<file path="config.mk">
export PLATFORM = sky130hd
export DESIGN_NAME = vout_mode_ctrl
export DESIGN_NICKNAME = d
export VERILOG_FILES = /design/src/rtl/vout_pkg.sv /design/src/rtl/vout_mode_tbl.sv /design/src/rtl/vout_mode_ctrl.sv
export SDC_FILE = /design/constraint.sdc
export NUM_CORES = 1
export LEC_CHECK = 0
export BUFFER_PORTS_ARGS = -buffer_cell sky130_fd_sc_hd__buf_2
export CORE_ASPECT_RATIO = 1.4
export CORE_MARGIN = 1
export CORE_UTILIZATION = 45
export DETAILED_ROUTE_END_ITERATION = 10
export GPL_TIMING_DRIVEN = 0
export PLACE_DENSITY = 0.61
export SKIP_LAST_GASP = 1
export SYNTH_ARGS = -nofsm -noshare
export SYNTH_HDL_FRONTEND = slang
export SYNTH_SLANG_ARGS = --single-unit
</file>
<file path="constraint.sdc">
create_clock -name clk -period 3.15 [get_ports clk]
set_input_delay 0.63 -clock clk [delete_from_list [all_inputs] [get_ports clk]]
set_output_delay 0.63 -clock clk [all_outputs]
set_load 0.01 [all_outputs]
</file>
<file path="src/rtl/vout_pkg.sv">
// -----------------------------------------------------------------------------
// vout_pkg
// Shared definitions for the video output mode controller:
//   - table field codes (low two bits of the configuration address)
//   - mode-change FSM encoding
//   - reset timing constants loaded into every table entry and the outputs
//   - timing record type and a validity helper
// -----------------------------------------------------------------------------
package vout_pkg;

    localparam logic [1:0] FLD_PIX  = 2'd0;
    localparam logic [1:0] FLD_LINE = 2'd1;
    localparam logic [1:0] FLD_HS   = 2'd2;
    localparam logic [1:0] FLD_VS   = 2'd3;

    typedef enum logic [1:0] {
        ST_RUN   = 2'd0,
        ST_PEND  = 2'd1,
        ST_APPLY = 2'd2,
        ST_ACK   = 2'd3
    } vout_state_e;

    localparam logic [15:0] RST_PIX  = 16'd330;
    localparam logic [15:0] RST_LINE = 16'd100;
    localparam logic [15:0] RST_HS   = 16'd16;
    localparam logic [15:0] RST_VS   = 16'd4;

    typedef struct packed {
        logic [15:0] pix;
        logic [15:0] line;
        logic [15:0] hs;
        logic [15:0] vs;
    } vout_timing_t;

    localparam vout_timing_t RST_TIMING = '{
        pix:  RST_PIX,
        line: RST_LINE,
        hs:   RST_HS,
        vs:   RST_VS
    };

    // A mode is usable only if none of its four fields is zero.
    function automatic logic timing_valid(input vout_timing_t t);
        return (t.pix != 16'd0) && (t.line != 16'd0) &&
               (t.hs != 16'd0) && (t.vs != 16'd0);
    endfunction

endpackage

</file>
<file path="src/rtl/vout_mode_tbl.sv">
// -----------------------------------------------------------------------------
// vout_mode_tbl
// Register-based MODE_NUM x 4 x 16-bit timing table, one write port and one
// read port. The read port returns a whole entry (all four fields) and is
// combinational, so a write lands on the clock edge and is visible from the
// next cycle; a reader in the same cycle sees the pre-write contents.
// Ports:
//   clk, rst      : clock, synchronous active-high reset (loads RST_TIMING)
//   wr_en         : write strobe
//   wr_addr       : {mode index, field code}
//   wr_data       : 16-bit field value
//   rd_idx        : mode index to read
//   rd_entry      : the four fields of entry rd_idx
// -----------------------------------------------------------------------------
module vout_mode_tbl
    import vout_pkg::*;
#(
    parameter int MODE_NUM = 4
) (
    input  logic                          clk,
    input  logic                          rst,
    input  logic                          wr_en,
    input  logic [$clog2(MODE_NUM)+1:0]   wr_addr,
    input  logic [15:0]                   wr_data,
    input  logic [$clog2(MODE_NUM)-1:0]   rd_idx,
    output vout_timing_t                  rd_entry
);

    localparam int IW = $clog2(MODE_NUM);

    vout_timing_t mem [MODE_NUM];

    logic [IW-1:0] wr_idx;
    logic [1:0]    wr_fld;

    assign wr_idx = wr_addr[IW+1:2];
    assign wr_fld = wr_addr[1:0];

    always_ff @(posedge clk) begin
        if (rst) begin
            for (int i = 0; i < MODE_NUM; i++) begin
                mem[i] <= RST_TIMING;
            end
        end else if (wr_en) begin
            case (wr_fld)
                FLD_PIX:  mem[wr_idx].pix  <= wr_data;
                FLD_LINE: mem[wr_idx].line <= wr_data;
                FLD_HS:   mem[wr_idx].hs   <= wr_data;
                default:  mem[wr_idx].vs   <= wr_data;
            endcase
        end
    end

    assign rd_entry = mem[rd_idx];

endmodule

</file>
<file path="src/rtl/vout_mode_ctrl.sv">
// -----------------------------------------------------------------------------
// vout_mode_ctrl
// Holds a table of display timing modes and switches the active timing only
// on a frame boundary. A request latches the mode index, waits for the next
// vs_i rising edge, then checks the entry and either loads all four timing
// outputs plus mode_cur_o together or rejects the request. Completion is a
// one-cycle mode_ack_o with mode_err_o qualifying it.
//
// Handshake: mode_req_i is a level held by the requester until it sees
// mode_ack_o high; the ack cycle is the only cycle the result is valid. If
// mode_req_i is still high after the ack cycle, a new request is latched.
//
// Ports:
//   clk, rst                 : clock, synchronous active-high reset
//   cfg_wr_i/addr_i/data_i   : table write port, addr = {mode, field}
//   mode_sel_i, mode_req_i   : requested mode index and request level
//   mode_ack_o, mode_err_o   : completion pulse and reject flag
//   vs_i                     : vertical sync from the timing generator
//   pix/line/hs/vs_count_o   : active timing presented to the generator
//   mode_cur_o               : index of the active mode
//   frame_cnt_o              : vs_i rising edges since reset (wrapping)
//   state_dbg_o              : current FSM state (vout_state_e encoding)
// -----------------------------------------------------------------------------
module vout_mode_ctrl
    import vout_pkg::*;
#(
    parameter int MODE_NUM   = 4,
    parameter int FCNT_WIDTH = 16
) (
    input  logic                          clk,
    input  logic                          rst,
    input  logic                          cfg_wr_i,
    input  logic [$clog2(MODE_NUM)+1:0]   cfg_addr_i,
    input  logic [15:0]                   cfg_data_i,
    input  logic [$clog2(MODE_NUM)-1:0]   mode_sel_i,
    input  logic                          mode_req_i,
    output logic                          mode_ack_o,
    output logic                          mode_err_o,
    input  logic                          vs_i,
    output logic [15:0]                   pix_count_o,
    output logic [15:0]                   line_count_o,
    output logic [15:0]                   hs_count_o,
    output logic [15:0]                   vs_count_o,
    output logic [$clog2(MODE_NUM)-1:0]   mode_cur_o,
    output logic [FCNT_WIDTH-1:0]         frame_cnt_o,
    output logic [1:0]                    state_dbg_o
);

    localparam int IW = $clog2(MODE_NUM);

    vout_state_e           state_q, state_d;
    logic                  vs_d;
    logic                  frame_evt;
    logic [IW-1:0]         sel_q;
    logic [IW-1:0]         cur_q;
    logic                  err_q;
    logic [FCNT_WIDTH-1:0] fcnt_q;
    vout_timing_t          timing_q;
    vout_timing_t          tbl_entry;

    vout_mode_tbl #(
        .MODE_NUM (MODE_NUM)
    ) u_tbl (
        .clk      (clk),
        .rst      (rst),
        .wr_en    (cfg_wr_i),
        .wr_addr  (cfg_addr_i),
        .wr_data  (cfg_data_i),
        .rd_idx   (sel_q),
        .rd_entry (tbl_entry)
    );

    assign frame_evt = vs_i & ~vs_d;

    always_comb begin
        state_d    = state_q;
        mode_ack_o = 1'b0;
        mode_err_o = 1'b0;
        case (state_q)
            ST_RUN:   if (mode_req_i) state_d = ST_PEND;
            ST_PEND:  if (frame_evt) state_d = ST_APPLY;
            ST_APPLY: state_d = ST_ACK;
            ST_ACK: begin
                mode_ack_o = 1'b1;
                mode_err_o = err_q;
                state_d    = ST_RUN;
            end
            default:  state_d = ST_RUN;
        endcase
    end

    always_ff @(posedge clk) begin
        if (rst) begin
            state_q  <= ST_RUN;
            vs_d     <= 1'b0;
            fcnt_q   <= '0;
            sel_q    <= '0;
            cur_q    <= '0;
            err_q    <= 1'b0;
            timing_q <= RST_TIMING;
        end else begin
            state_q <= state_d;
            vs_d    <= vs_i;
            if (frame_evt) begin
                fcnt_q <= fcnt_q + {{(FCNT_WIDTH-1){1'b0}}, 1'b1};
            end
            if (state_q == ST_RUN && mode_req_i) begin
                sel_q <= mode_sel_i;
            end
            // The table read here sees pre-write contents even if the same
            // entry is being written this cycle.
            if (state_q == ST_APPLY) begin
                if (timing_valid(tbl_entry)) begin
                    timing_q <= tbl_entry;
                    cur_q    <= sel_q;
                    err_q    <= 1'b0;
                end else begin
                    err_q    <= 1'b1;
                end
            end
        end
    end

    assign pix_count_o  = timing_q.pix;
    assign line_count_o = timing_q.line;
    assign hs_count_o   = timing_q.hs;
    assign vs_count_o   = timing_q.vs;
    assign mode_cur_o   = cur_q;
    assign frame_cnt_o  = fcnt_q;
    assign state_dbg_o  = state_q;

endmodule

</file>
* Word-level counts from Yosys, hierarchy flattened
Memory sizes are Yosys's and may differ from the RTL's. A register that Yosys moved wholly into a read port is not among the register bits.
Cells that the tools add are included.
** Word-level totals
- Output and inout port bits :: 86
- Memory bits (writable) :: 256
- Input port bits :: 27
- Memories kept :: 1
- Bits in registers :: 88
- Logic and storage cells :: 64
** Memories
- u_tbl.mem :: depth 4, width 64, rd ports 1, clocked after memory_dff 1, write ports 4, line vout_mode_tbl.sv:31 : vout_timing_t mem [MODE_NUM];
** Operators by class
- Add/subtract/negate cells :: 1
- Multiplexer cells :: 29
- Equality and inequality tests :: 7
- Reduce and logical (&&, ||, !) cells :: 14
- Bitwise logic cells :: 2
** Operators with widths (count)
- $mux W64 :: 1
- $reduce_bool A16 Y1 :: 4
- $reduce_or A64 Y1 :: 1
- $mux W1 :: 21
- $add A16 B1 Y16 const B :: 1
- $mux W2 :: 5
- $pmux W2 S4 :: 1
- $eq A2 B2 Y1 const B :: 3
- $eq A2 B1 Y1 const B :: 2
- $logic_and A1 B1 Y1 :: 4
- $logic_not A2 Y1 :: 2
- $mux W4 :: 1
- $ne A2 B2 Y1 const B :: 2
- $reduce_and A2 Y1 :: 2
- $reduce_or A3 Y1 :: 1
- $and A1 B1 Y1 :: 1
- $not A1 Y1 :: 1

* Depth between registers and ports, before layout
- Depth after elaboration :: 8
- Mapped depth :: 9
- Gate-level depth less buffers :: 6

* By module
Synthesis repeated with hierarchy kept, for this count alone.
** Second synthesis, totals
- Cells, all modules :: 1080
- Area, all modules :: 15155.8 um^2
** Modules (own cells, without submodules)
- vout_mode_tbl :: area each 11118.2 um^2, cells an instance 661, sequential area each 7687.4 um^2, instances 1
- vout_mode_ctrl :: area each 4037.6 um^2, cells an instance 419, sequential area each 1761.7 um^2, instances 1

* Worst setup path before layout
Ideal clock, no wire load.
- Path type :: input to register
- From :: input port rst
- To :: memory u_tbl.mem[1][0] (netlist bit) (enable)
- Buffers on the path :: 2
- Stages on the path :: 6
- Slack :: 0.538 ns
- Arrival :: 2.237 ns
- Required time :: 2.775 ns
- Library setup time :: 0.375 ns
- Cells stage by stage :: clkbuf_1 -> nand2b_1 -> clkbuf_1 -> nor3b_1 -> nand3_1 -> nand2b_1
** RTL lines
- from (decl) :: line vout_mode_ctrl.sv:31 : input logic rst,
- to (decl) :: line vout_mode_tbl.sv:31

==> results.sh <==
export IMPL_synth_fp_nets=1104
export IMPL_die_area_um2=33100
export IMPL_report_power_total_mw=11.4
export IMPL_synth_edf_count=256
export IMPL_fin_crit_ns=3.15
export IMPL_worstSetupStartpointType="input port"
export IMPL_first_global_vias=9161
export IMPL_rr_worst_depth=9
export IMPL_rsz0062_at_grt="true"
export IMPL_nNetsFinal=1253
export IMPL_first_iter_violations=799
export IMPL_slew_viol_final=0
export IMPL_required_ns=3.32
export IMPL_avgSynthCellArea_um2=13.6
export IMPL_drt_total_wl_um=39300
export IMPL_yosysSeqAreaShare_pct=65.2
export IMPL_synth_xor_area_share_pct=0.723
export IMPL_grt_pass1_wl_um=58300
export IMPL_synth_warnings=0
export IMPL_power_density_nw_per_um2=680
export IMPL_synth_compound_area_share_pct=0.662
export IMPL_crit_start="rst"
export IMPL_cp_common_cell="buf_1"
export IMPL_grtUsageTotal_pct=24.6
export IMPL_io_pins=113
export IMPL_post_place_ws_ns=-0.656
export IMPL_num_rows=77
export IMPL_drive_gt1_share_pct=21.0
export IMPL_synthFlopType="edfxtp_1"
export IMPL_die_y_um=215
export IMPL_synth_area_mux_share_pct=14.6
export IMPL_fillCellCount=2717
export IMPL_core_um2=31700
export IMPL_antenna_found_initial=1
export IMPL_drtPass1Iterations=5
export IMPL_ir_drop_uv=303
export IMPL_final_antenna_net_count=0
export IMPL_cts_tree="yes"
export IMPL_slowest_delay_ns=0.62
export IMPL_die_w_um=154
export IMPL_leakagePower_nw=6.23
export IMPL_route_detailed_drc=0
export IMPL_fin_worst_skew_ns=0.0131
export IMPL_cts_buffers=35
export IMPL_final_hold_violation_count=0
export IMPL_hold_buffers=0
export IMPL_r2r_end="line_count_o[5]"
export IMPL_worst_pin_slew_ns=0.992
export IMPL_vias_per_cell=5.54
export IMPL_setup_ws_ns=0.00393
export IMPL_hold_path_class="input port to register"
export IMPL_end_kind="register"
export IMPL_synth_top_family_by_area="simple AND/OR/NAND/NOR gates"
export IMPL_cts_htree_levels=2
export IMPL_grt_max_degree=17
export IMPL_power_share_clock_pct=34.4
export IMPL_gp_congestion=0.821
export IMPL_rrSetupSlack_ns=0.02
export IMPL_power_switching_share_pct=26.9
export IMPL_postSynth_asyncResetShare_pct=0
export IMPL_setup_viol=0
export IMPL_combinationalPowerShare_pct=17.9
export IMPL_synth_adder_area_share_pct=0.516
export IMPL_synth_seq_cells=346
export IMPL_internal_power_mw=8.34
export IMPL_path_max_fanout=10
export IMPL_fmax_mhz=318
export IMPL_post_route_period_util_pct=99.9
export IMPL_cap_violations=0
export IMPL_seqPwrFrac_pct=47.7
export IMPL_start_util_pct=45.9
export IMPL_endpoint="u_tbl.mem[3][46]"
export IMPL_path_class="input port to register"
export IMPL_cts_root_buf="clkbuf_16"
export IMPL_numPortBuffers=109
export IMPL_synth_cell_type_count=35
export IMPL_synthCells=1071
export IMPL_clk_pin_slew_worst_paths_ns=0.06
export IMPL_clkSinkCount=346
export IMPL_clock_path_buffers=3
export IMPL_num_antenna_cells=0
export IMPL_wl_per_cell_um=24.0
export IMPL_slew_headroom_pct=33.8
export IMPL_syn_cell_area_um2=14500
export IMPL_synthSimpleGateAreaFrac_pct=15.3
export IMPL_crit_slowest_cell="buf_1"
export IMPL_grt_overflow=0
export IMPL_clk_latency_ns=0.52
export IMPL_status="finished clean"
export IMPL_crit_path_cell_trace="buf_1, nor2b_1, clkbuf_1, buf_1, nand2_1, buf_1, inv_1"
export IMPL_critPathArrivalTime_ns=3.31
export IMPL_p_switching_mw=3.07
export IMPL_syn_to_final_growth_pct=15.3
export IMPL_vias=9098
export IMPL_hpwl_um=27300
export IMPL_hp_start="vs_i"
-- how the worst min path moves through the flow --
stage / endpoint / cells after the start / slack, ns
6_report: vs_d / 2 / 0.33
3_5_place_dp: pix_count_o[13] / 2 / 0.46
5_1_grt: vs_d / 2 / 0.34
2_1_floorplan: mode_cur_o[0] / 2 / 0.45
3_3_place_gp: hs_count_o[14] / 2 / 0.46
4_1_cts: vs_d / 2 / 0.32
-- synth_stat cells (all sizes together), types with 3 or more instances --
| cell | n | share of area [%] |
|---|---|---|
| edfxtp | 256 | 53 |
| clkbuf | 52 | 1.3 |
| ha | 6 | 0.52 |
| xnor2 | 7 | 0.42 |
| nand2b | 129 | 5.5 |
| dfxtp | 90 | 12 |
| or3 | 4 | 0.17 |
| nand3 | 10 | 0.34 |
| or2 | 3 | 0.13 |
| nand2 | 55 | 1.4 |
| nand4 | 11 | 0.52 |
| inv | 28 | 0.72 |
| mux2i | 68 | 4.7 |
| buf | 17 | 0.91 |
| nor3 | 5 | 0.17 |
| xor2 | 5 | 0.30 |
| nor2 | 212 | 5.5 |
| a21oi | 6 | 0.21 |
| nor4 | 20 | 0.86 |
| o21ai | 3 | 0.10 |
| nor2b | 7 | 0.30 |
| mux4 | 64 | 9.9 |
-- stage by stage --
stage	cells	utilization (%)	hold slack [ns]	TNS, ns	cell area [um^2]
2_1_floorplan	1071	-	0.449	0	14500
3_3_place_gp	1575	49.2	0.459	-154.71	15600
3_5_place_dp	1577	49.3	0.463	-141.43	15600
4_1_cts	1641	52.8	0.316	0	16700
5_1_grt	1641	52.9	0.338	-0.552	16800
6_report	1641	52.9	0.332	0	16800
-- sequential cells by signal, indices dropped and copies added, names as in the netlist, named ones only --
register,cells
err_q,1
frame_cnt_o,16
hs_count_o,16
line_count_o,16
mode_cur_o,2
pix_count_o,16
sel_q,2
state_dbg_o,2
u_tbl.mem,256
vs_count_o,16
vs_d,1
-- routing by layer --
layer	vias up	wire length [um]	track usage (%)
met1	4559	15700	31.6
met2	362	19400	40.7
li1	4098	-	-
met3	79	2560	4.23
met4	0	1670	11.1
met5	-	0	0
-- cell families after synthesis --
family,count (synthesis)
compound gates,15
xor+xnor,12
fa+ha+maj,6
buf+inv,97
flops,346
mux,132
simple gates,463
-- power groups by stage --
stage | Combinational [mW] | Sequential (mW) | Clock (mW)
floorplan | 1.22 | 5.58 | 0
global placement | 1.99 | 5.53 | 0
detailed placement | 2.01 | 5.55 | 0
CTS | 2.04 | 5.45 | 3.98
global route | 2.17 | 5.49 | 4.14
finish | 2.04 | 5.45 | 3.92
-- area by class of cell --
class                      instances  area, um^2  area share (%)
tap                              395         494            2.95
multi-input combinational        628        4660            27.8
clock inverter                    17        80.1           0.478
clock buffer                      46         980            5.84
inverter                          28         105           0.627
timing repair buffer             112         583            3.48
sequential                       346        9490            56.6
buffer                            69         379            2.26
-- repair_timing --
action                     4_1_cts  5_1_grt
resized for setup               17       15
pin swaps                        2        1
cloned                           0        0
setup buffers                    1        0
setup endpoints to repair      115       94
-- cell usage in the layout, fill, tap and decap left out, drive strengths merged, types with 6 or more instances in the layout --
cell      n
clkbuf   93
nor4     20
edfxtp  256
nor2    212
nand2b  129
buf     134
dfxtp    90
nor2b     7
inv      28
clkinv   14
nand3    10
a21oi     6
mux4     64
ha        6
xnor2     7
nand2    55
nand4    11
mux2i    68
-- worst max-delay path, delay by kind of cell --
family / cells / cell delay, ns
buffers and inverters: 5 / 2.28
and+or+nand+nor: 2 / 0.39
Note: power is estimated with default switching activity, not from simulation.
